[src/rtl/row_col_multiplier_if.sv]
// Handshake and operand/address bus between row_col_multiplier and its parent.
// The slave modport is the multiplier's view; the master modport is the parent's view.
interface row_col_multiplier_if #(
  parameter int m_len = 2,
  parameter int n_len = 3
);
  logic              start;
  logic [31:0]       a_in;
  logic [31:0]       b_in;
  logic [31:0]       current_element;
  logic              z_ack;
  logic [m_len-1:0]  a_i;
  logic [n_len-1:0]  a_j;
  logic [n_len-1:0]  b_i;
  logic [m_len-1:0]  b_j;
  logic [m_len-1:0]  z_i;
  logic [m_len-1:0]  z_j;
  logic [31:0]       z_out;
  logic              z_stb;
  logic              done;

  modport slave (
    input  start, a_in, b_in, current_element, z_ack,
    output a_i, a_j, b_i, b_j, z_i, z_j, z_out, z_stb, done
  );

  modport master (
    output start, a_in, b_in, current_element, z_ack,
    input  a_i, a_j, b_i, b_j, z_i, z_j, z_out, z_stb, done
  );
endinterface

[src/rtl/row_col_multiplier.sv]
// Computes an m x m block of A*B (dot products of length n), one MAC per cycle.
// Define ROW_COL_MUL_ACCUMULATE_EN to add current_element into each written result.
module row_col_multiplier #(
  parameter int n     = 8,
  parameter int m     = 4,
  parameter int m_len = $clog2(m),
  parameter int n_len = $clog2(n)
) (
  input  logic                 clk,
  input  logic                 rst,
  row_col_multiplier_if.slave  bus
);
  typedef enum logic [1:0] {IDLE, CALC, WRITE, DONE} state_t;

  localparam logic [n_len-1:0] k_last = n_len'(n - 1);
  localparam logic [m_len-1:0] blk_last = m_len'(m - 1);

  state_t            state;
  logic [m_len-1:0]  row;
  logic [m_len-1:0]  col;
  logic [n_len-1:0]  k;
  logic [31:0]       acc;
  logic [31:0]       z_out;
  logic              z_stb;
  logic              done;
  logic [31:0]       prod;
  logic [31:0]       base;

  assign prod = bus.a_in * bus.b_in;

`ifdef ROW_COL_MUL_ACCUMULATE_EN
  assign base = bus.current_element;
`else
  logic unused_current_element;
  assign base = '0;
  assign unused_current_element = ^bus.current_element;
`endif

  always_ff @(posedge clk) begin
    if (rst) begin
      state <= IDLE;
      row   <= '0;
      col   <= '0;
      k     <= '0;
      acc   <= '0;
      z_out <= '0;
      z_stb <= 1'b0;
      done  <= 1'b0;
    end else begin
      case (state)
        IDLE, DONE: begin
          if (bus.start) begin
            state <= CALC;
            row   <= '0;
            col   <= '0;
            k     <= '0;
            acc   <= '0;
            done  <= 1'b0;
          end
        end
        CALC: begin
          // Final term is folded straight into z_out so the write is ready n cycles after entry.
          if (k == k_last) begin
            z_out <= base + acc + prod;
            z_stb <= 1'b1;
            state <= WRITE;
          end else begin
            acc <= acc + prod;
            k   <= k + 1'b1;
          end
        end
        WRITE: begin
          if (bus.z_ack) begin
            z_stb <= 1'b0;
            if (row == blk_last && col == blk_last) begin
              state <= DONE;
              done  <= 1'b1;
            end else begin
              if (col == blk_last) begin
                col <= '0;
                row <= row + 1'b1;
              end else begin
                col <= col + 1'b1;
              end
              k     <= '0;
              acc   <= '0;
              state <= CALC;
            end
          end
        end
        default: state <= IDLE;
      endcase
    end
  end

  assign bus.a_i   = row;
  assign bus.z_i   = row;
  assign bus.b_j   = col;
  assign bus.z_j   = col;
  assign bus.a_j   = k;
  assign bus.b_i   = k;
  assign bus.z_out = z_out;
  assign bus.z_stb = z_stb;
  assign bus.done  = done;
endmodule

[src/flat_wrapper.sv]
// flat-port wrapper written by rule: the top's interface ports become plain ports
module row_col_multiplier_flat 
#(
  parameter int n     = 8,
  parameter int m     = 4,
  parameter int m_len = $clog2(m),
  parameter int n_len = $clog2(n)
)
  (clk, rst, bus_start, bus_a_in, bus_b_in, bus_current_element, bus_z_ack, bus_a_i, bus_a_j, bus_b_i, bus_b_j, bus_z_i, bus_z_j, bus_z_out, bus_z_stb, bus_done);
  row_col_multiplier_if #(.m_len(m_len), .n_len(n_len)) bus_i ();
  input  logic clk;
  input  logic rst;
  input wire logic [$bits(bus_i.start)-1:0] bus_start;
  input wire logic [$bits(bus_i.a_in)-1:0] bus_a_in;
  input wire logic [$bits(bus_i.b_in)-1:0] bus_b_in;
  input wire logic [$bits(bus_i.current_element)-1:0] bus_current_element;
  input wire logic [$bits(bus_i.z_ack)-1:0] bus_z_ack;
  output wire logic [$bits(bus_i.a_i)-1:0] bus_a_i;
  output wire logic [$bits(bus_i.a_j)-1:0] bus_a_j;
  output wire logic [$bits(bus_i.b_i)-1:0] bus_b_i;
  output wire logic [$bits(bus_i.b_j)-1:0] bus_b_j;
  output wire logic [$bits(bus_i.z_i)-1:0] bus_z_i;
  output wire logic [$bits(bus_i.z_j)-1:0] bus_z_j;
  output wire logic [$bits(bus_i.z_out)-1:0] bus_z_out;
  output wire logic [$bits(bus_i.z_stb)-1:0] bus_z_stb;
  output wire logic [$bits(bus_i.done)-1:0] bus_done;
  assign bus_i.start = bus_start;
  assign bus_i.a_in = bus_a_in;
  assign bus_i.b_in = bus_b_in;
  assign bus_i.current_element = bus_current_element;
  assign bus_i.z_ack = bus_z_ack;
  assign bus_a_i = bus_i.a_i;
  assign bus_a_j = bus_i.a_j;
  assign bus_b_i = bus_i.b_i;
  assign bus_b_j = bus_i.b_j;
  assign bus_z_i = bus_i.z_i;
  assign bus_z_j = bus_i.z_j;
  assign bus_z_out = bus_i.z_out;
  assign bus_z_stb = bus_i.z_stb;
  assign bus_done = bus_i.done;
  row_col_multiplier #(.n(n), .m(m), .m_len(m_len), .n_len(n_len)) u_core (.clk(clk), .rst(rst), .bus(bus_i));
endmodule
[config.mk]
export PLATFORM = sky130hd
export DESIGN_NAME = row_col_multiplier_flat
export DESIGN_NICKNAME = d
export VERILOG_FILES = /design/src/rtl/row_col_multiplier_if.sv /design/src/rtl/row_col_multiplier.sv /design/src/flat_wrapper.sv
export SDC_FILE = /design/constraint.sdc
export NUM_CORES = 1
export LEC_CHECK = 0
export CAP_MARGIN = 10
export CORE_MARGIN = 2
export CORE_UTILIZATION = 29
export DETAILED_ROUTE_END_ITERATION = 6
export SYNTH_ARGS = -nofsm -noshare
export SYNTH_HDL_FRONTEND = slang
export SYNTH_SLANG_ARGS = --single-unit
[constraint.sdc]
create_clock -name clk -period 11.34 [get_ports clk]
set_input_delay 3.402 -clock clk [delete_from_list [all_inputs] [get_ports clk]]
set_output_delay 3.402 -clock clk [all_outputs]
set_load 0.02 [all_outputs]
==> impl_metrics.yaml, run 1 <==
synth:
  synth.avg_cell_area_um2: 8.849
  yosys.area.top_type: "fa_1"
  ys_seq_elements: 75
  netlist-cell-type-count: 50
  syn_nets: 2871
  syn_area_um2: 19490
  synth_edf_count: 0
  synthTopCellsByArea: "fa_1, inv_1, and2_1, ha_1, dfxtp_1"
  synthCells: 2202
  synth_top_area_share_pct: 45.00
  yosys_warnings: 0
  synth_seq_area_share_pct: 7.705
  ys.flop_type: "dfxtp_1"
  synth-async-reset-ratio_pct: 0
setup_path:
  required_ns: 11.61
  critPathSlowestCell: "clkdlybuf4s50_1"
  cp-startpoint: "bus_b_in[2]"
  cpMostUsedCell: "fa_1"
  critical_path_arrival_ns: 10.87
  r2r_end: "u_core.bus.z_out[30]"
  start_kind: "input pin"
  critPathMaxStageDelay_ns: 0.72
  reg2reg_depth: 21
  r2r_slack_ns: 4.48
  endpoint_kind: "flip-flop"
  path_buf_inv: 8
  worst_path_dominant_cell_family: "adder cells"
  critPathMaxFanout: 12
  r2r-start: "u_core.acc[19]"
  crit_type: "input pin to flip-flop"
timing:
  fin_skew_ns: 0.01062
  tightest_slew_ns: 0.8323
  fin_crit_sh_pct: 93.48
  maxSlewViolCount: 0
  setup_violations: 0
  finalHoldViolCount: 0
  min_period_ns: 10.60
  tns_ns: 0
  maxSlewHeadroom_pct: 44.38
  rsz0062_at_grt: "false"
  fmax_mhz: 94.33
  setup_ws_ns: 0.7390
routing:
  drtIter0Drc: 829
  vias: 14120
  antenna_left: 0
  avgRoutedWirePerCell_um: 16.47
  vias_per_cell: 4.460
  wl_um: 52160
  drc: 0
  firstDrtPassIters: 5
finish:
  drive_above_1_share_pct: 4.147
  instances_no_fill: 3167
  area_growth_pct: 13.85
  nNetsFinal: 2955
grt:
  antenna_found_initial: 11
  grt_pass1_vias: 15190
  grt_use_total_pct: 15.55
  gr-total-overflow: 0
  grt_first_pass_wirelength_um: 85470
  grt_max_degree: 68
placement:
  io_buffers: 115
  post-dp-hpwl_um: 44740
  dp_cells: 3148
  place_ws_ns: 0.3987
  gp_congestion: 0.8505
worst_hold_path:
  hp-class: "flip-flop to flip-flop"
  min_path_cells: 2
  min-delay-start: "u_core.bus.z_out[8]"
  hold_end: "u_core.bus.z_out[8]"
clock_tree:
  cts-root-buf: "clkbuf_16"
  clk_latency_ns: 0.34
  cts.sinks: 75
  cts_setup_buffers: 0
  cts_buffers: 9
  holdBufCountCts: 0
  clk_pin_slew_ns: 0.07
  ctsHtreeMaxLevel: 3
  cts_buffer_depth: 2
  ctsResizeCount: 0
  tritoncts: "yes"
floorplanning:
  dieHeight_um: 263.2
  ios: 148
  die_w_um: 263.2
  die_area_um2: 69280
  initial_core_util_pct: 29.17
  placementRows: 95
  fp.coreArea_um2: 66800
outcome:
  status: "finished clean"
job:
  max_cap_viol_count: 0
-- Yosys cell counts, types with 8 or more instances --
library cell and n:
a21o_1 17, a21oi_1 47, a22o_1 10, a22oi_1 19, and2_1 288, buf_2 8, clkbuf_1 97, dfxtp_1 75
fa_1 438, ha_1 131, inv_1 504, nand2_1 306, nand3_1 10, nor2_1 57, o21ai_0 23, xnor2_1 67
xor2_1 21
-- flip-flops by register name, indices dropped and copies added (netlist names) --
register and cells:
u_core.bus.z_stb 1, u_core.bus.done 1, u_core.state 2, u_core.bus.z_out 32, u_core.bus.b_j 2, u_core.bus.a_j 3
u_core.acc 32, u_core.bus.a_i 2
-- layer usage --
| layer | GRT usage (%) | part of all wire, % |
|---|---|---|
| met5 | 0 | 0.17 |
| met4 | 2.486 | 1.1 |
| met3 | 2.497 | 5.5 |
| met2 | 24.90 | 45 |
| met1 | 22.46 | 48 |
-- per-stage QoR --
step | hold WS (ns) | cell area, µm² | utilization [%]
after floorplan | 0.4250 | 19490 | -
after global placement | 0.4409 | 21850 | 32.71
after detailed placement | 0.4506 | 21850 | 32.71
after CTS | 0.4590 | 22180 | 33.20
after global routing | 0.4745 | 22180 | 33.20
final | 0.4531 | 22190 | 33.21
-- worst max-delay path by stage --
stage / to / cells past startpoint
floorplan: u_core.acc[30] / 25
detailed placement: u_core.acc[30] / 27
CTS: u_core.bus.z_out[30] / 26
global placement: u_core.bus.z_out[30] / 26
finish: u_core.bus.z_out[30] / 26
global route: u_core.acc[30] / 27
-- worst reg2reg max path: stages (launching register included) --
cell and delay (ns):
dfxtp_1 0.35, fa_1 0.51, fa_1 0.50, fa_1 0.50
inv_1 0.08, fa_1 0.56, inv_1 0.06, fa_1 0.48
fa_1 0.53, fa_1 0.51, inv_1 0.05, fa_1 0.52
inv_1 0.06, ha_1 0.34, a21o_1 0.21, a21o_1 0.18
a21oi_2 0.21, o22ai_1 0.12, o21a_1 0.18, a211o_1 0.33
or3_1 0.36, a31oi_1 0.14
-- placed cells by master, fill, tap and decap left out, drive strengths merged, types with 4 or more instances in the layout --
| master | instances |
|---|---|
| nor2b | 5 |
| nand3 | 10 |
| nor2 | 57 |
| o21ai | 25 |
| a31oi | 6 |
| ha | 131 |
| clkdlybuf4s50 | 114 |
| a22o | 10 |
| nand2b | 4 |
| nand2 | 306 |
| fa | 438 |
| a21oi | 48 |
| nor3 | 4 |
| a21o | 17 |
| a211oi | 8 |
| xnor2 | 67 |
| buf | 76 |
| and2 | 288 |
| dfxtp | 75 |
| a22oi | 19 |
| o31ai | 4 |
| xor2 | 21 |
| inv | 505 |
| clkbuf | 11 |
-- cells by family (layout without fill, tap and decap cells) --
group / after synthesis / count (layout) / synth area share, %
other: 0 / 3 / 0
AO/OA/AOI/OAI: 160 / 160 / 5.355
multiplexers: 1 / 1 / 0.05137
flip-flops: 75 / 75 / 7.705
AND/OR/NAND/NOR: 688 / 688 / 17.38
buffers and inverters: 621 / 710 / 12.15
adder cells (fa/ha/maj): 569 / 569 / 53.41
XOR/XNOR: 88 / 88 / 3.955
-- final cells by class --
class,count,area [µm²]
Sequential cell,75,1501
Antenna cell,3,7.507
Clock buffer,11,242.7
Fill cell,7013,44620
Tap cell,873,1092
Clock inverter,5,85.08
Timing Repair Buffer,190,1747
Inverter,504,1892
Multi-Input combinational cell,1506,15620
Power of run 1 is not shown: default switching activity piles up to over one toggle a cycle in this logic, so the estimate is an artifact.
==> run 2, diff against run 1 <==
--- a/config.mk
+++ b/config.mk
@@ -9,6 +9,7 @@
 export CORE_MARGIN = 2
 export CORE_UTILIZATION = 29
 export DETAILED_ROUTE_END_ITERATION = 6
+export GPL_TIMING_DRIVEN = 0
 export SYNTH_ARGS = -nofsm -noshare
 export SYNTH_HDL_FRONTEND = slang
 export SYNTH_SLANG_ARGS = --single-unit
==> constraint.sdc (replaced) <==
create_clock -name clk -period 13.04 [get_ports clk]
set_input_delay 3.912 -clock clk [delete_from_list [all_inputs] [get_ports clk]]
set_output_delay 3.912 -clock clk [all_outputs]
set_load 0.02 [all_outputs]
==> run 2 against run 1 <==
Non-clock buffer count increased by 32; setup slack improved by 0.25 ns; hold slack improved by 0.0048 ns.
==> impl_metrics.yaml, run 2 (synthesized netlist as in run 1, its figures left out) <==
grt:
  antenna_found_initial: 3
  grt_pass1_vias: 15820
  grt_use_total_pct: 18.74
  grt_first_pass_wirelength_um: 97500
  grt_max_degree: 14
  gr-total-overflow: 0
clock_tree:
  cts_buffer_depth: 2
  cts_buffers: 9
  ctsHtreeMaxLevel: 3
  clk_latency_ns: 0.34
  cts_setup_buffers: 0
  clk_pin_slew_ns: 0.06
  ctsResizeCount: 0
  cts.sinks: 75
  holdBufCountCts: 0
  tritoncts: "yes"
  cts-root-buf: "clkbuf_16"
setup_path:
  critPathMaxStageDelay_ns: 0.82
  r2r_slack_ns: 5.91
  critical_path_arrival_ns: 12.32
  critPathMaxFanout: 10
  endpoint_kind: "flip-flop"
  crit_type: "input pin to flip-flop"
  critPathSlowestCell: "clkbuf_1"
  r2r_end: "u_core.bus.z_out[28]"
  required_ns: 13.31
  start_kind: "input pin"
  r2r-start: "u_core.acc[18]"
  reg2reg_depth: 21
  cpMostUsedCell: "fa_1"
floorplanning:
  die_area_um2: 69280
  ios: 148
  fp.coreArea_um2: 66800
  initial_core_util_pct: 29.17
  dieHeight_um: 263.2
  die_w_um: 263.2
  placementRows: 95
timing:
  rsz0062_at_grt: "false"
  tns_ns: 0
  min_period_ns: 12.05
  tightest_slew_ns: 1.068
  setup_violations: 0
  maxSlewViolCount: 0
  maxSlewHeadroom_pct: 28.81
  fin_crit_sh_pct: 92.38
  fin_skew_ns: 0.007790
  fmax_mhz: 83.01
  finalHoldViolCount: 0
finish:
  drive_above_1_share_pct: 1.507
  final_cell_mix: "inv_1, fa_1, nand2_1"
  area_growth_pct: 12.84
  final_common_cell: "inv_1"
  nNetsFinal: 2987
placement:
  post-dp-hpwl_um: 54430
  io_buffers: 105
  gp_congestion: 0.9394
routing:
  drtIter0Drc: 1002
  vias_per_cell: 4.634
  drc: 0
  avgRoutedWirePerCell_um: 19.79
  wl_um: 63320
  firstDrtPassIters: 5
  antenna_left: 0
  vias: 14820
worst_hold_path:
  min_path_cells: 2
  hold_end: "u_core.bus.z_out[6]"
  hp-class: "flip-flop to flip-flop"
  min-delay-start: "u_core.bus.z_out[6]"
job:
  max_cap_viol_count: 0
outcome:
  status: "finished clean"
## run 2: cell count changes in the layout (fill, tap and decap cells not counted)
cell	delta
clkdlybuf4s50_1	-9
buf_1	+5
bufinv_16	+1
clkbuf_1	+96
clkinv_2	+1
clkinv_4	-1
buf_4	-65
buf_2	+7
buf_12	-3
## run 2: layout make-up
type,instances,area (µm²)
buffer,117,475.5
antenna,3,7.507
tap,873,1092
timing repair buffer,105,1051
inverter,504,1892
clock buffer,10,239.0
fill,7041,44810
clock inverter,6,111.4
sequential,75,1501
multi-input combinational,1506,15620
## run 2: layer usage
metal,GRT usage [%],part of all wire (%),up-vias
li1,-,-,6639
met1,25.52,43,7573
met2,30.26,46,528
met3,3.480,8.1,81
met4,5.606,3.0,2
met5,0,0.021,-
## run 2: worst max-delay path: cells and delay by family
| family | cells | cell delay [ns] |
|---|---|---|
| adders and majority gates | 9 | 4.02 |
| AOI/OAI and AO/OA | 3 | 1.21 |
| xor gates and xnor gates | 1 | 0.27 |
| and+or+nand+nor | 5 | 0.65 |
| buffers and inverters | 8 | 2.23 |
## run 2: how the worst max path moves through the flow
stage / start / endpoint / cells after the start
finish: bus_a_in[3] / u_core.bus.z_out[28] / 26
floorplan: bus_b_in[3] / u_core.acc[30] / 25
global route: bus_a_in[3] / u_core.bus.z_out[28] / 26
detailed placement: bus_a_in[3] / u_core.bus.z_out[28] / 26
global placement: bus_b_in[3] / u_core.bus.z_out[28] / 25
CTS: bus_a_in[3] / u_core.bus.z_out[28] / 26
## run 2: per-stage QoR
stage                     setup WS [ns]  area, µm²  hold WS (ns)  instances  utilization (%)
after global routing             0.6159      21980        0.4856       3196            32.90
after detailed placement         0.7171      21630        0.4513       3180            32.38
final                            0.9930      21990        0.4579       3199            32.91
after CTS                         1.068      21980        0.4638       3196            32.90
after global placement           0.6905      21630        0.4446       3180            32.38
after floorplan                   2.655      19490        0.4250       2202                -
Power of run 2 is left out for the same reason.
